File: src/rtl/change_dispenser_if.sv
// rtl/change_dispenser_if.sv - vend request / coin hopper signal bundle for change_dispenser
// Signals:
//   vend_req, credit     vend request and credit in cents from the vending FSM
//   hopper_ack           hopper confirms the strobed coin was ejected
//   busy, item_rel       activity flag and item release solenoid drive
//   coin50/coin10/coin5  coin eject strobes (at most one high)
//   change_due           change still owed, in cents
//   done, err, jam       vend complete pulse, underpay pulse, sticky hopper fault
// master: requester and hopper side; slave: change_dispenser.
interface change_dispenser_if #(
  parameter int CW = 8
);
  logic          vend_req;
  logic [CW-1:0] credit;
  logic          hopper_ack;
  logic          busy;
  logic          item_rel;
  logic          coin50;
  logic          coin10;
  logic          coin5;
  logic [CW-1:0] change_due;
  logic          done;
  logic          err;
  logic          jam;

  modport master (
    output vend_req, credit, hopper_ack,
    input  busy, item_rel, coin50, coin10, coin5, change_due, done, err, jam
  );

  modport slave (
    input  vend_req, credit, hopper_ack,
    output busy, item_rel, coin50, coin10, coin5, change_due, done, err, jam
  );
endinterface

File: src/rtl/change_dispenser.sv
// rtl/change_dispenser.sv - item release pulse then greedy 50c/10c/5c change payout with hopper jam detection
// Ports:
//   CLK  system clock, rising edge
//   RST  synchronous active-high reset
//   bus  change_dispenser_if slave: vend_req/credit/hopper_ack in;
//        busy/item_rel/coin50/coin10/coin5/change_due/done/err/jam out
module change_dispenser #(
  parameter int PRICE       = 125,
  parameter int CW          = 8,
  parameter int REL_CYCLES  = 4,
  parameter int ACK_TIMEOUT = 1000
) (
  input  logic               CLK,
  input  logic               RST,
  change_dispenser_if.slave  bus
);

  // One counter serves both the release pulse and the ack timeout.
  localparam int CNT_MAX = (ACK_TIMEOUT > REL_CYCLES) ? ACK_TIMEOUT : REL_CYCLES;
  localparam int CNTW    = $clog2(CNT_MAX + 1);

  localparam logic [CW-1:0]   LP_PRICE    = CW'(PRICE);
  localparam logic [CNTW-1:0] LP_REL_LAST = CNTW'(REL_CYCLES - 1);
  localparam logic [CNTW-1:0] LP_ACK_LAST = CNTW'(ACK_TIMEOUT - 1);

  typedef enum logic [2:0] {
    S_IDLE,
    S_RELEASE,
    S_SELECT,
    S_WAIT_ACK,
    S_DONE,
    S_FAULT
  } state_t;

  typedef enum logic [1:0] {
    C_NONE,
    C_50,
    C_10,
    C_5
  } coin_t;

  state_t          r_state, w_state_nxt;
  coin_t           r_coin, w_coin_nxt;
  logic [CNTW-1:0] r_cnt, w_cnt_nxt;
  logic [CW-1:0]   r_change, w_change_nxt;
  logic            r_err, w_err_nxt;
  logic            r_jam, w_jam_nxt;
  logic [CW-1:0]   w_coin_val;

  always_comb begin
    w_coin_val = '0;
    unique case (r_coin)
      C_50:    w_coin_val = CW'(50);
      C_10:    w_coin_val = CW'(10);
      C_5:     w_coin_val = CW'(5);
      default: w_coin_val = '0;
    endcase
  end

  always_ff @(posedge CLK) begin
    if (RST) begin
      r_state  <= S_IDLE;
      r_coin   <= C_NONE;
      r_cnt    <= '0;
      r_change <= '0;
      r_err    <= 1'b0;
      r_jam    <= 1'b0;
    end else begin
      r_state  <= w_state_nxt;
      r_coin   <= w_coin_nxt;
      r_cnt    <= w_cnt_nxt;
      r_change <= w_change_nxt;
      r_err    <= w_err_nxt;
      r_jam    <= w_jam_nxt;
    end
  end

  always_comb begin
    w_state_nxt  = r_state;
    w_coin_nxt   = r_coin;
    w_cnt_nxt    = r_cnt;
    w_change_nxt = r_change;
    w_err_nxt    = 1'b0;
    w_jam_nxt    = r_jam;
    unique case (r_state)
      S_IDLE: begin
        if (bus.vend_req) begin
          if (bus.credit >= LP_PRICE) begin
            w_change_nxt = bus.credit - LP_PRICE;
            w_cnt_nxt    = '0;
            w_state_nxt  = S_RELEASE;
          end else begin
            w_err_nxt = 1'b1;
          end
        end
      end
      S_RELEASE: begin
        if (r_cnt == LP_REL_LAST) begin
          w_cnt_nxt   = '0;
          w_state_nxt = S_SELECT;
        end else begin
          w_cnt_nxt = r_cnt + 1'b1;
        end
      end
      S_SELECT: begin
        // Greedy choice: largest coin not exceeding the remaining change.
        w_cnt_nxt   = '0;
        w_state_nxt = S_WAIT_ACK;
        if (r_change >= CW'(50)) begin
          w_coin_nxt = C_50;
        end else if (r_change >= CW'(10)) begin
          w_coin_nxt = C_10;
        end else if (r_change >= CW'(5)) begin
          w_coin_nxt = C_5;
        end else begin
          w_coin_nxt  = C_NONE;
          w_state_nxt = S_DONE;
        end
      end
      S_WAIT_ACK: begin
        // Ack wins over timeout when both land on the same edge.
        if (bus.hopper_ack) begin
          w_change_nxt = r_change - w_coin_val;
          w_cnt_nxt    = '0;
          w_coin_nxt   = C_NONE;
          w_state_nxt  = S_SELECT;
        end else if (r_cnt == LP_ACK_LAST) begin
          w_coin_nxt  = C_NONE;
          w_jam_nxt   = 1'b1;
          w_state_nxt = S_FAULT;
        end else begin
          w_cnt_nxt = r_cnt + 1'b1;
        end
      end
      S_DONE:  w_state_nxt = S_IDLE;
      S_FAULT: w_state_nxt = S_FAULT;
      default: w_state_nxt = S_IDLE;
    endcase
  end

  assign bus.busy       = (r_state != S_IDLE);
  assign bus.item_rel   = (r_state == S_RELEASE);
  assign bus.coin50     = (r_state == S_WAIT_ACK) && (r_coin == C_50);
  assign bus.coin10     = (r_state == S_WAIT_ACK) && (r_coin == C_10);
  assign bus.coin5      = (r_state == S_WAIT_ACK) && (r_coin == C_5);
  assign bus.change_due = r_change;
  assign bus.done       = (r_state == S_DONE);
  assign bus.err        = r_err;
  assign bus.jam        = r_jam;

endmodule

File: src/flat_wrapper.sv
// flat-port wrapper written by rule: the top's interface ports become plain ports
module change_dispenser_flat 
#(
  parameter int PRICE       = 125,
  parameter int CW          = 8,
  parameter int REL_CYCLES  = 4,
  parameter int ACK_TIMEOUT = 1000
)
  (CLK, RST, bus_vend_req, bus_credit, bus_hopper_ack, bus_busy, bus_item_rel, bus_coin50, bus_coin10, bus_coin5, bus_change_due, bus_done, bus_err, bus_jam);
  change_dispenser_if #(.CW(CW)) bus_i ();
  input  logic CLK;
  input  logic RST;
  input wire logic [$bits(bus_i.vend_req)-1:0] bus_vend_req;
  input wire logic [$bits(bus_i.credit)-1:0] bus_credit;
  input wire logic [$bits(bus_i.hopper_ack)-1:0] bus_hopper_ack;
  output wire logic [$bits(bus_i.busy)-1:0] bus_busy;
  output wire logic [$bits(bus_i.item_rel)-1:0] bus_item_rel;
  output wire logic [$bits(bus_i.coin50)-1:0] bus_coin50;
  output wire logic [$bits(bus_i.coin10)-1:0] bus_coin10;
  output wire logic [$bits(bus_i.coin5)-1:0] bus_coin5;
  output wire logic [$bits(bus_i.change_due)-1:0] bus_change_due;
  output wire logic [$bits(bus_i.done)-1:0] bus_done;
  output wire logic [$bits(bus_i.err)-1:0] bus_err;
  output wire logic [$bits(bus_i.jam)-1:0] bus_jam;
  assign bus_i.vend_req = bus_vend_req;
  assign bus_i.credit = bus_credit;
  assign bus_i.hopper_ack = bus_hopper_ack;
  assign bus_busy = bus_i.busy;
  assign bus_item_rel = bus_i.item_rel;
  assign bus_coin50 = bus_i.coin50;
  assign bus_coin10 = bus_i.coin10;
  assign bus_coin5 = bus_i.coin5;
  assign bus_change_due = bus_i.change_due;
  assign bus_done = bus_i.done;
  assign bus_err = bus_i.err;
  assign bus_jam = bus_i.jam;
  change_dispenser #(.PRICE(PRICE), .CW(CW), .REL_CYCLES(REL_CYCLES), .ACK_TIMEOUT(ACK_TIMEOUT)) u_core (.CLK(CLK), .RST(RST), .bus(bus_i));
endmodule
File: config.mk
export PLATFORM = sky130hd
export DESIGN_NAME = change_dispenser_flat
export DESIGN_NICKNAME = d
export VERILOG_FILES = /design/src/rtl/change_dispenser_if.sv /design/src/rtl/change_dispenser.sv /design/src/flat_wrapper.sv
export SDC_FILE = /design/constraint.sdc
export NUM_CORES = 1
export LEC_CHECK = 0
export CAP_MARGIN = 10
export CORE_UTILIZATION = 25
export CTS_CLUSTER_SIZE = 30
export DETAILED_ROUTE_END_ITERATION = 6
export PLACE_DENSITY_LB_ADDON = 0.1
export SETUP_SLACK_MARGIN = 0.15
export SYNTH_ARGS = -nofsm -noshare
export SYNTH_HDL_FRONTEND = slang
export SYNTH_SLANG_ARGS = --single-unit
File: constraint.sdc
create_clock -name CLK -period 2.1 [get_ports CLK]
set_input_delay 0.42 -clock CLK [delete_from_list [all_inputs] [get_ports CLK]]
set_output_delay 0.42 -clock CLK [all_outputs]
set_load 0.1 [all_outputs]
==> results of run 1 <==
[worst register-to-register path, stage by stage, from the launching register on]
cell and delay [ps]:
dfxtp_4 380, buf_6 120, ha_4 220, fa_2 370, a211oi_2 230, o21bai_1 80, a21o_1 190, a32oi_1 160
o221ai_1 140
[through the flow]
| stage | std cells | instance area, um2 | util | hold slack, ps | total power [W] |
|---|---|---|---|---|---|
| final | 411 | 3110 | 0.427 | 495 | 0.00347 |
| after global routing | 411 | 3110 | 0.427 | 530 | 0.00368 |
| after CTS | 405 | 2920 | 0.400 | 506 | 0.00329 |
| after detailed placement | 396 | 2700 | 0.370 | 488 | 0.00278 |
| after global placement | 396 | 2700 | 0.370 | 471 | 0.00281 |
| after floorplan | 235 | 1990 | - | 461 | 0.00209 |
[metal layers]
| layer | GRT usage | wire length [um] |
|---|---|---|
| met3 | 0.0139 | 122 |
| met4 | 0.0462 | 46 |
| met2 | 0.260 | 2840 |
| met5 | 0 | 0 |
| met1 | 0.202 | 2800 |
[layout by cell type (no fill, tap or decap), types with 7 or more instances in the layout]
master,n
dfxtp_1,11
buf_4,57
inv_1,9
buf_6,8
a21oi_1,8
ha_4,7
buf_12,7
nand2_1,13
o21ai_0,8
dfxtp_4,7
dfxtp_2,7
nor2_1,22
xnor2_1,13
clkdlybuf4s50_1,7
[repair_timing]
action                                  4_1_cts  5_1_grt
resized for setup                            35       32
setup buffers                                 4        6
endpoints found under the setup margin       21       21
pin swaps                                    11       16
cloned                                        1        0
[worst max path at each step]
stage | startpoint | cells past startpoint | slack (ps) | endpoint
5_1_grt | u_core.r_coin[1] | 9 | 20 | u_core.bus.change_due[6]
4_1_cts | u_core.r_coin[1] | 9 | 50 | u_core.bus.change_due[6]
6_report | u_core.r_coin[1] | 8 | 90 | u_core.bus.change_due[6]
3_5_place_dp | bus_credit[0] | 8 | -290 | u_core.bus.change_due[6]
2_1_floorplan | u_core.r_state[0] | 7 | -20 | u_core.r_cnt[1]
3_3_place_gp | bus_credit[1] | 9 | -270 | u_core.bus.change_due[5]
[power groups by stage]
| stage | logic, W | clock network (W) | registers (W) |
|---|---|---|---|
| CTS | 0.00230 | 0.000313 | 0.000677 |
| detailed placement | 0.00210 | 0 | 0.000683 |
| finish | 0.00248 | 0.000299 | 0.000689 |
| global route | 0.00265 | 0.000335 | 0.000699 |
| global placement | 0.00212 | 0 | 0.000688 |
| floorplan | 0.00104 | 0 | 0.00105 |
[cell type report]
| cell class | count | area [um2] | share of cell area |
|---|---|---|---|
| timing repair buffer | 84 | 768 | 0.247 |
| tap | 99 | 124 | 0.0398 |
| clock inverter | 1 | 5.00 | 0.00161 |
| multi-input combinational | 185 | 1590 | 0.510 |
| inverter | 14 | 52.6 | 0.0169 |
| clock buffer | 3 | 41.3 | 0.0133 |
| sequential | 25 | 536 | 0.172 |
[registers in the layout, summed over array words and instances, names as in the netlist]
signal and count:
u_core.r_cnt 10, u_core.bus.change_due 8, u_core.r_state 3, u_core.r_coin 2, u_core.bus.err 1, u_core.bus.jam 1
[cells by family after synthesis]
kind of cell    after synthesis
mux                           1
fa+ha+maj                    16
flops                        25
simple gates                 98
xor+xnor                     17
compound gates               53
buf+inv                      25
==> impl_results.md, run 1 <==
* Max VDD drop at 664 uV
* Final Slew Violations at 0
* Post-synthesis adder-cell area fraction at 0.109
* Final worst slack at 94.4 ps
* Psw at 0.00169 W
* Largest family of logic cells by synthesized area: simple AND/OR/NAND/NOR gates
* Critical path's largest stage delay at 380 ps
* Routability cong. at 0.790
* CTS hold repair buffers at 0
* Distinct cells, synth at 57
* Run status: completed
* DRC Markers at 0
* Total CTS buffers at 3
* CORE AREA at 7290 um2
* H-tree depth at 1
* Max_cap viols at 0
* Combinational group share of total power at 0.716
* Register bit total from synthesis at 25
* Reg-to-reg slack, setup at 90 ps
* Area of the die at 7980 um2
* Post-synth EDFFs at 0
* Ranking of synthesized cells by area: dfxtp_1 26%, ha_1 9.8%, xnor2_1 6.4%
* Worst Skew at 8.86 ps
* Syn-to-layout area delta at 63.4%
* Root Driver: clkbuf_8
* Sequence of cells on the critical path: buf_6 -> ha_4 -> fa_2 -> a211oi_2 -> o21bai_1 -> a21o_1 -> a32oi_1 -> o221ai_1
* Internal power at 0.00179 W
* Unrepaired setup endpoints after global routing: true
* Cell Area, Synth at 1910 um2
* Initial antenna violation count at 0
* Syn Nets at 263
* WL/cell at 14.1 um
* CTS tree: done
* Iteration-0 DRC Markers at 78
* DP HPWL at 4.23 mm
* Post-Synth Simple-Gate Area at 0.292
* Worst hold endpoint: u_core.bus.jam
* Vias per cell at 4.94
* Cell count of the worst hold path at 2
* Synth Area per Inst at 8.11 um2
* Max frequency at 499 MHz
* Cells on worst reg2reg path at 8
* Top-count cell post-synth: nor2_1
* Clock power frac at 0.086
* Row Count at 31
* Async SR Flop Fraction at 0
* Final nets at 341
* Synth warn at 0
* Fin Setup TNS at 0 ps
* Top_reg_cell synth: dfxtp_1
* Clock latency on the worst-skew pair at 280 ps
* Ant. Diodes at 0
* Post-synthesis mux area share at 0.00525
* Pleak at 1.18 nW
* CP max FO at 5
* Total Wirelength at 5.81 mm
* Vias after detailed routing at 2029
* Most frequent cells after synthesis: 28 x nor2_1, 25 x dfxtp_1, 15 x ha_1
* Min-delay src: u_core.bus.jam
* Slowest stage cell on the critical path: dfxtp_4
* Tmin final at 2010 ps
* Io pins at 28
* Placement Setup Slack at -290 ps
* DIE WIDTH at 89.3 um
* CP startpoint kind: flop
* Setup-failing EPs final at 0
* Least-Margin Pin Slew at 359 ps
* All-layer global routing usage at 0.152
* Grt ovf at 0
* Antenna-violating nets left at 0
* CP Capture Type: flop
* Port buffer count at 27
* Switching share of power at 0.486
* CP top delay family: compound AO/OA/AOI/OAI gates
* XOR/XNOR Fraction of Synth Area at 0.0781
* Initial Util at 0.261
* Worst path required time at 2250 ps
* Clock Sinks at 25
* First-pass GRT wire length at 9.23 mm
* Fillers at 764
* Seq pwr share at 0.198
* PwrDens at 1120 nW/um2
* Synth Instances at 235
* Headroom to the max-slew limit at 0.757
* Share of cells above drive strength 1 at 0.471
* Compound-Gate Fraction of Synth Area at 0.194
* Worst-path clk slew at 100 ps
* Synth top area share at 0.263
* Largest net degree at the start of global routing at 19
* Critical path arrival at 2160 ps
* Buf/Inv on CP at 1
* FF-to-FF Start: u_core.r_coin[1]
* Seq/Total Area, Yosys at 0.263
* Final Hold Vio Count at 0
* Vias in the first global route at 1906
* Reg-to-reg critical path endpoint: u_core.bus.change_due[6]
* Area leader, netlist: dfxtp_1
* Setup CP Type: reg2reg
* Vert. Die Dim at 89.3 um
* Clock Path Buffers at 2
* Hold Path Class: reg2reg
* Period utilisation layout at 0.955
* TritonRoute pass-1 iters at 4
No activity file was read; power rests on OpenSTA's default activity.
==> inputs of run 2 (changes only) <==
--- a/config.mk
+++ b/config.mk
@@ -6,9 +6,10 @@
 export NUM_CORES = 1
 export LEC_CHECK = 0
 export CAP_MARGIN = 10
-export CORE_UTILIZATION = 25
+export CORE_UTILIZATION = 49
 export CTS_CLUSTER_SIZE = 30
 export DETAILED_ROUTE_END_ITERATION = 6
+export MAX_ROUTING_LAYER = met4
 export PLACE_DENSITY_LB_ADDON = 0.1
 export SETUP_SLACK_MARGIN = 0.15
 export SYNTH_ARGS = -nofsm -noshare
==> run 2 against run 1 <==
Effect of this change:
- core utilization up 36 points
- total power down 6.5%
- clock skew up 3.3 ps
- sequential power up 3.5%
- flip-flop and latch count unchanged
- critical path type unchanged
- largest power group unchanged
- highest routed layer unchanged
==> impl_results.md, run 2 (synthesis results as in run 1) <==
* WL/cell at 16.0 um (was 14.1 um)
* Max FFs per register at 10 (unchanged)
* Clock power frac at 0.095 (was 0.086)
* Final nets at 330 (was 341)
* Setup CP Type: reg2reg (unchanged)
* Clock Path Buffers at 2 (unchanged)
* Root Driver: clkbuf_8 (unchanged)
* Psw at 0.00162 W (was 0.00169 W)
* Placed cells at 339 (was 396)
* Max_cap viols at 0 (unchanged)
* First-pass GRT wire length at 9.05 mm (was 9.23 mm)
* Seq pwr share at 0.220 (was 0.198)
* Buf/Inv on CP at 1 (unchanged)
* Post-layout util at 0.792 (was 0.427)
* Register name with the most flops: u_core.r_cnt (unchanged)
* Routability cong. at 0.911 (was 0.790)
* Final Hold Vio Count at 0 (unchanged)
* DRC Markers at 0 (unchanged)
* Syn-to-layout area delta at 53.3% (was 63.4%)
* Area of the die at 4140 um2 (was 7980 um2)
* Most common cell after layout, fill and taps aside: buf_4 (unchanged)
* Largest net degree at the start of global routing at 17 (was 19)
* PwrDens at 1110 nW/um2 (was 1120 nW/um2)
* Final Slew Violations at 0 (unchanged)
* Slowest stage cell on the critical path: dfxtp_4 (unchanged)
* Initial antenna violation count at 0 (unchanged)
* Iteration-0 DRC Markers at 103 (was 78)
* Sequence of cells on the critical path: buf_6 -> ha_4 -> ha_1 -> nor2b_1 -> o31a_1 -> o21a_1 -> a2bb2oi_1 -> o32ai_1 (was buf_6 -> ha_4 -> fa_2 -> a211oi_2 -> o21bai_1 -> a21o_1 -> a32oi_1 -> o221ai_1)
* H-tree depth at 1 (unchanged)
* All-layer global routing usage at 0.293 (was 0.152)
* Least-Margin Pin Slew at 340 ps (was 359 ps)
* Worst-path clk slew at 100 ps (about the same)
* Pleak at 1.12 nW (was 1.18 nW)
* Max frequency at 498 MHz (was 499 MHz)
* Antenna-violating nets left at 0 (unchanged)
* Vert. Die Dim at 64.4 um (was 89.3 um)
* Io pins at 28 (unchanged)
* Worst Skew at 12.1 ps (was 8.86 ps)
* Initial Util at 0.517 (was 0.261)
* Commonest non-fill, non-tap cells in the layout: 50 x buf_4, 26 x nor2_1, 13 x xnor2_1, 13 x nand2_1, 11 x dfxtp_1 (was 57 x buf_4, 22 x nor2_1, 13 x xnor2_1, 13 x nand2_1, 11 x dfxtp_1)
* TritonRoute pass-1 iters at 4 (unchanged)
* Combinational group share of total power at 0.685 (was 0.716)
* Headroom to the max-slew limit at 0.773 (was 0.757)
* Max VDD drop at 1020 uV (was 664 uV)
* Grt ovf at 0 (unchanged)
* Critical path arrival at 2190 ps (was 2160 ps)
* Vias in the first global route at 1883 (was 1906)
* Finished Layout Cells at 349 (was 411)
* DP HPWL at 3.78 mm (was 4.23 mm)
* Critical path's largest stage delay at 380 ps (about the same)
* Ant. Diodes at 0 (unchanged)
* Row Count at 22 (was 31)
* CORE AREA at 3690 um2 (was 7290 um2)
* Clock Sinks at 25 (unchanged)
* Unrepaired setup endpoints after global routing: true (unchanged)
* Vias after detailed routing at 2012 (was 2029)
* CTS tree: done (unchanged)
* CP Capture Type: flop (unchanged)
* Share of cells above drive strength 1 at 0.432 (was 0.471)
* Period utilisation layout at 0.957 (was 0.955)
* Total Wirelength at 5.58 mm (was 5.81 mm)
* Worst path required time at 2280 ps (was 2250 ps)
* Clock latency on the worst-skew pair at 280 ps (about the same)
* Reg-to-reg slack, setup at 90 ps (about the same)
* CP top delay family: compound AO/OA/AOI/OAI gates (unchanged)
* DIE WIDTH at 64.4 um (was 89.3 um)
* Setup-failing EPs final at 0 (unchanged)
* Tmin final at 2010 ps (about the same)
* CP max FO at 4 (was 5)
* CP startpoint kind: flop (unchanged)
* Total CTS buffers at 3 (unchanged)
* Switching share of power at 0.500 (was 0.486)
* Vias per cell at 5.77 (was 4.94)
* Port buffer count at 27 (unchanged)
* Hold Path Class: reg2reg (unchanged)
* Run status: completed (unchanged)
* Internal power at 0.00162 W (was 0.00179 W)
## run 2: cell count changes in the layout (fill, tap and decap cells not counted), moves of 2 or more
cell / before / now
buf_4: 57 / 50
nor2_1: 22 / 26
nor2_2: 6 / 2
buf_6: 8 / 5
dlygate4sd2_1: 4 / 1
dlymetal6s2s_1: 0 / 3
nor4_2: 1 / 4
nor4_4: 3 / 1
nor4b_1: 2 / 0
nor4b_2: 0 / 2
## run 2: area by class of cell
cell class | count | area, um2
Multi-Input combinational cell | 185 | 1550
Fill cell | 253 | 768
Tap cell | 48 | 60.1
Inverter | 14 | 52.6
Clock buffer | 3 | 41.3
Clock inverter | 1 | 6.26
Sequential cell | 25 | 536
Timing Repair Buffer | 73 | 673
## run 2: worst paths after layout
check,from,to,cells past startpoint
min,u_core.bus.jam,u_core.bus.jam,2
min reg2reg,u_core.bus.jam,u_core.bus.jam,2
max,u_core.r_coin[1],u_core.bus.change_due[7],8
max reg2reg,u_core.r_coin[1],u_core.bus.change_due[7],8
## run 2: per-stage QoR
step                TNS (ps)  power, W  hold WS, ps  setup WS, ps  instance area, um2
floorplan              -21.0   0.00209          461         -21.0                1990
global placement       -1800   0.00263          463          -222                2590
detailed placement     -2650   0.00264          462          -276                2590
CTS                        0   0.00312          494           105                2810
global route               0   0.00343          522          5.18                2920
finish                     0   0.00325          499          90.7                2920
## run 2: worst min-delay path: cells and delay by family, from the launching register on
| family | cells | cell delay (ps) |
|---|---|---|
| flip-flops | 1 | 330 |
| AND/OR/NAND/NOR | 2 | 130 |
## run 2: timing repair
item | in CTS | in global routing
buffers inserted | 4 | 1
hold buffers | 0 | 0
gates cloned | 1 | 0
pin swaps | 15 | 10
setup endpoints to repair | 16 | 23
gates resized for setup | 33 | 23
## run 2: routing by layer
metal / GRT usage / wire [um] / vias to the layer above
li1: - / - / 994
met1: 0.388 / 2530 / 930
met2: 0.437 / 2620 / 73
met3: 0.0500 / 287 / 15
met4: 0.125 / 140 / 0
met5: - / 0 / -
## run 2: power by group through the flow
stage,combinational [W],sequential [W],clock (W)
finish,0.00222,0.000713,0.000309
global route,0.00237,0.000731,0.000329
CTS,0.00210,0.000713,0.000310
detailed placement,0.00194,0.000709,0
global placement,0.00192,0.000706,0
floorplan,0.00104,0.00105,0
